## src/rtl/alu_exec_seq.sv

```systemverilog
// alu_exec_seq: four-phase execute sequencer that drives the combinational ALU.
// Ports: instr_* decoder handshake in. alu_* operands and opcode out, result and flags in.
//        psr holds the latched flags. done/err are retire pulses. dbg_addr/dbg_data peek the regfile.
module alu_exec_seq #(
    parameter int         NREGS   = 16,
    parameter logic [4:0] IDLE_OP = 5'b01111,
    localparam int        AW      = $clog2(NREGS)
) (
    input  logic          clk,
    input  logic          rst_n,
    input  logic          instr_valid,
    output logic          instr_ready,
    input  logic [4:0]    instr_op,
    input  logic [AW-1:0] instr_rdest,
    input  logic [AW-1:0] instr_rsrc,
    input  logic [15:0]   instr_imm,
    input  logic          instr_use_imm,
    output logic [15:0]   alu_rsrc,
    output logic [15:0]   alu_rdest,
    output logic [4:0]    alu_opcode,
    input  logic [15:0]   alu_out,
    input  logic [4:0]    alu_flags,
    output logic [4:0]    psr,
    output logic          done,
    output logic          err,
    input  logic [AW-1:0] dbg_addr,
    output logic [15:0]   dbg_data
);
    localparam logic [4:0] OP_ADD = 5'd0;
    localparam logic [4:0] OP_SUB = 5'd1;
    localparam logic [4:0] OP_CMP = 5'd2;
    localparam logic [4:0] OP_MAX = 5'd9;

    typedef enum logic [1:0] {IDLE, OPR, EXE, WB} state_t;

    state_t        state;
    state_t        state_nx;
    logic [4:0]    op_q;
    logic [AW-1:0] rdest_q;
    logic [AW-1:0] rsrc_q;
    logic [15:0]   imm_q;
    logic          use_imm_q;
    logic [15:0]   res_q;
    logic [4:0]    flg_q;
    logic [15:0]   regs [NREGS];
    logic          legal;
    logic          wr_en;
    logic [4:0]    psr_mask;

    assign legal    = (op_q <= OP_MAX);
    assign wr_en    = (state == WB) && legal && (op_q != OP_CMP);
    assign dbg_data = regs[dbg_addr];

    always_ff @(posedge clk or negedge rst_n) begin
        if (!rst_n) state <= IDLE;
        else        state <= state_nx;
    end

    always_comb begin
        state_nx    = state;
        instr_ready = 1'b0;
        done        = 1'b0;
        err         = 1'b0;
        unique case (state)
            IDLE: begin
                instr_ready = 1'b1;
                if (instr_valid) state_nx = OPR;
            end
            OPR: state_nx = EXE;
            EXE: state_nx = WB;
            WB: begin
                done     = 1'b1;
                err      = !legal;
                state_nx = IDLE;
            end
            default: state_nx = IDLE;
        endcase
    end

    // Flags a class of op owns; everything else in psr keeps its value.
    // CMP never owns C, so a carry survives compares.
    always_comb begin
        psr_mask = 5'b00000;
        if (legal) begin
            if (op_q == OP_ADD || op_q == OP_SUB) psr_mask = 5'b11101;
            else if (op_q == OP_CMP)              psr_mask = 5'b11010;
            else                                  psr_mask = 5'b11000;
        end
    end

    always_ff @(posedge clk or negedge rst_n) begin
        if (!rst_n) begin
            op_q       <= '0;
            rdest_q    <= '0;
            rsrc_q     <= '0;
            imm_q      <= '0;
            use_imm_q  <= 1'b0;
            res_q      <= '0;
            flg_q      <= '0;
            psr        <= '0;
            alu_rsrc   <= '0;
            alu_rdest  <= '0;
            alu_opcode <= IDLE_OP;
            for (int i = 0; i < NREGS; i++) regs[i] <= '0;
        end else begin
            if (state == IDLE && instr_valid) begin
                op_q      <= instr_op;
                rdest_q   <= instr_rdest;
                rsrc_q    <= instr_rsrc;
                imm_q     <= instr_imm;
                use_imm_q <= instr_use_imm;
            end
            if (state == OPR) begin
                alu_rdest  <= regs[rdest_q];
                alu_rsrc   <= use_imm_q ? imm_q : regs[rsrc_q];
                alu_opcode <= legal ? op_q : IDLE_OP;
            end
            // Capture at the end of the settle cycle, then park the ALU.
            if (state == EXE) begin
                res_q      <= alu_out;
                flg_q      <= alu_flags;
                alu_opcode <= IDLE_OP;
            end
            if (state == WB) begin
                if (wr_en) regs[rdest_q] <= res_q;
                psr <= (psr & ~psr_mask) | (flg_q & psr_mask);
            end
        end
    end
endmodule

```

## config.mk

```make
export PLATFORM = sky130hd
export DESIGN_NAME = alu_exec_seq
export DESIGN_NICKNAME = d
export VERILOG_FILES = /design/src/rtl/alu_exec_seq.sv
export SDC_FILE = /design/constraint.sdc
export NUM_CORES = 1
export LEC_CHECK = 0
export CORE_MARGIN = 2
export CORE_UTILIZATION = 65
export DETAILED_ROUTE_END_ITERATION = 8
export PLACE_DENSITY = 0.86
export SYNTH_ARGS = -nofsm -noshare
export SYNTH_HDL_FRONTEND = slang
export SYNTH_SLANG_ARGS = --single-unit
```

## constraint.sdc

```tcl
create_clock -name clk -period 6.3 [get_ports clk]
set_clock_uncertainty 0.2 [all_clocks]
set_input_delay 0.63 -clock clk [delete_from_list [all_inputs] [get_ports clk]]
set_output_delay 0.63 -clock clk [all_outputs]
set_load 0.01 [all_outputs]
```

==> flow_metrics.env <==
export IMPL_num_vias=13355
export IMPL_cpMostUsedCell="mux4_2"
export IMPL_seq_area_um2=8800
export IMPL_dieArea_um2=31800
export IMPL_finalCritPeriodShare=0.684
export IMPL_drive_gt1_frac=0.445
export IMPL_path_class="in -> out"
export IMPL_netlist_cell_type_count=41
export IMPL_coreArea_um2=29800
export IMPL_ys_warn_count=0
export IMPL_cts_sinks=351
export IMPL_slew_headroom=-0.00296
export IMPL_combPwrFrac=0.395
export IMPL_ys_ff_latch=351
export IMPL_area_growth_syn_to_layout_pct=12.9
export IMPL_die_width_um=178
export IMPL_slew_violations=1
export IMPL_synth_avg_cell_area_um2=15.0
export IMPL_syn_num_nets=1378
export IMPL_syn_inst=1316
export IMPL_hp_class="in -> async"
export IMPL_holdWs_ps=-23.4
export IMPL_critPathMaxFanout=45
export IMPL_overflow=0
export IMPL_gp_congestion=0.883
export IMPL_antenna_left=0
export IMPL_max_freq_mhz=232
export IMPL_grt_max_degree=184
export IMPL_viasPerCell=7.38
export IMPL_worstPathRequired_ps=5470
export IMPL_cap_violations=1
export IMPL_grt_pass1_wl_mm=83.5
export IMPL_netlist_area_leader_share=0.439
export IMPL_irDropWorstVdd_v=0.000429
export IMPL_status="finished, violations left"
export IMPL_cp_top_family="buffers and inverters"
export IMPL_place_inst=1741
export IMPL_p_sw_frac=0.374
export IMPL_htree_num_levels=2
export IMPL_dp_hpwl_mm=34.2
export IMPL_failed_checks="negative hold slack, max-capacitance violations, max-slew violations"
export IMPL_end_kind="output port"
export IMPL_p_per_area_nw_per_um2=484
export IMPL_antenna_found_initial=0
export IMPL_worstMarginPinSlew_ps=1500
export IMPL_yosysTopAreaCell="dfrtp_1"
export IMPL_p_leak_uw=0.00969
export IMPL_clk_latency_ps=530
export IMPL_port_buffers=118
export IMPL_power_switching_uw=4050
export IMPL_postRouteWirelength_mm=55.2
export IMPL_stdcell_count=1809
export IMPL_power_frac_clock=0.207
export IMPL_ctsHoldBuffers=0
export IMPL_cp_arrival_ps=3480
export IMPL_clkSlewWorstSetupHoldPaths_ps=60
export IMPL_seq_power_share=0.398
export IMPL_cts_setup_buffers=0
export IMPL_fill_cells=1752
export IMPL_p_int_uw=6760
export IMPL_numCtsBuffers=38
export IMPL_crit_slowest_cell="buf_2"
export IMPL_setup_viol=0
export IMPL_async_reset_ff_frac=1.00
export IMPL_start_kind="primary input"
export IMPL_ys_flop_type="dfrtp_1"
export IMPL_tritoncts="done"
export IMPL_cts_root_buf="clkbuf_16"
export IMPL_syn_area_um2=19800
export IMPL_cts_max_path_buffers=3
export IMPL_synth_edff_count=0
export IMPL_post_synth_top_count_cell="dfrtp_1"
export IMPL_rsz0062_at_grt="false"
export IMPL_synth_area_leaders="dfrtp_1 44%, mux4_2 20%, mux2_2 14%"
export IMPL_nets=1453
export IMPL_drc=0
export IMPL_die_y_um=178
export IMPL_initialDrtViolationCount=1534
export IMPL_fin_tns_setup_ps=0
export IMPL_period_minus_slack_ps=4310
export IMPL_ys_seq_area_frac=0.445
export IMPL_netlist_top_cells_count="347 x dfrtp_1, 246 x mux2_2, 176 x mux4_2, 80 x mux2_4, 68 x nand2_1"
export IMPL_multi_input_area_um2=10300
export IMPL_grt_usage=0.359
export IMPL_core_rowCount=63
export IMPL_grt_pass1_vias=13742
export IMPL_cts_resized_gates=0
export IMPL_dr_pass1_iters=5
export IMPL_wl_per_cell_um=30.5
export IMPL_max_stage_delay_ps=860
export IMPL_hold_viol=23
export IMPL_path_cells="buf_2 > buf_4 > mux4_2 > mux4_2 > clkdlybuf4s50_1"
export IMPL_pin_count=119
export IMPL_initial_core_util=0.663
export IMPL_n_antenna_cell=0
export IMPL_path_buf_inv=3
-- power by group through the flow --
stage               clock network, uW  registers, uW  logic, uW
finish                           2240           4300       4270
global route                     2350           4400       4500
CTS                              2250           4240       4240
detailed placement                  0           4250       4190
global placement                    0           4200       4060
floorplan                           0           3650       3300
-- metrics by stage --
step                       util  worst slack [ps]  total power, uW  instance area, um^2
after floorplan               -              3130             6940                19800
after global placement    0.707              2060             8260                21100
after detailed placement  0.707              1990             8440                21100
after CTS                 0.749              1990            10700                22300
after global routing      0.749              1840            11300                22300
final                     0.749              1990            10800                22300
-- kinds of logic (layout without fill, tap and decap cells) --
group                    count (synthesis)  in the layout  share of synthesized area
AND/OR/NAND/NOR                        161            161                     0.0464
multiplexers                           568            568                      0.435
adder cells (fa/ha/maj)                  4              4                    0.00253
flip-flops                             351            351                      0.445
AO/OA/AOI/OAI                          106            106                     0.0350
buffers and inverters                  126            229                     0.0362
-- sequential cells by signal, summed over array words and instances (netlist names), named ones only --
signal,flops
res_q,16
flg_q,5
alu_opcode,5
op_q,5
regs,256
alu_rsrc,16
alu_rdest,16
rsrc_q,4
imm_q,16
state,2
use_imm_q,1
rdest_q,4
-- layout make-up --
cell class / count / share of cell area
flip-flops and latches: 351 / 0.394
clock buffers: 61 / 0.0534
well taps: 390 / 0.0219
repair buffers: 157 / 0.0665
clock inverters: 7 / 0.00286
inverters: 4 / 0.000673
multi-input cells: 839 / 0.460
-- cells in the final DEF (no fill, tap or decap), drive strengths merged, types with 2 or more instances in the layout --
cell type | Yosys | final
a21oi | 35 | 35
a22oi | 48 | 48
a31oi | 16 | 16
and2 | 3 | 3
buf | 74 | 42
clkbuf | 48 | 61
clkdlybuf4s50 | 0 | 115
clkinv | 0 | 5
dfrtp | 347 | 347
dfstp | 4 | 4
ha | 4 | 4
inv | 4 | 5
mux2 | 328 | 328
mux2i | 64 | 64
mux4 | 176 | 176
nand2 | 68 | 68
nand2b | 4 | 4
nand4 | 17 | 17
nor2 | 40 | 40
nor2b | 6 | 6
nor3 | 13 | 13
nor4 | 4 | 4
o22a | 3 | 3
or2 | 2 | 2
-- worst register-to-register path: cells and delay by family, from the launching register on --
family | cells | cell delay, ps
flops | 1 | 770
mux | 1 | 380
simple gates | 2 | 1180
buf+inv | 2 | 1060
-- layer usage --
layer / wire [um] / GRT usage
met1: 20200 / 0.491
met2: 25900 / 0.550
met3: 6270 / 0.0872
met4: 2850 / 0.168
met5: 0 / 0
-- final timing paths --
path,from,end,slack [ps],cells after the start
worst max-delay path,dbg_addr[1],dbg_data[6],1990,5
worst min-delay path,rst_n,regs[153]$_DFFE_PN0P_,-20,1
worst max register to register,rdest_q[0]$_DFFE_PN0P_,regs[65]$_DFFE_PN0P_,2600,5
worst min register to register,flg_q[4]$_DFFE_PN0P_,flop,300,1
max in group asynchronous,rst_n,regs[91]$_DFFE_PN0P_,4420,2
min in group clk,flg_q[4]$_DFFE_PN0P_,flop,300,1
No activity file was read; power rests on OpenSTA's default activity.
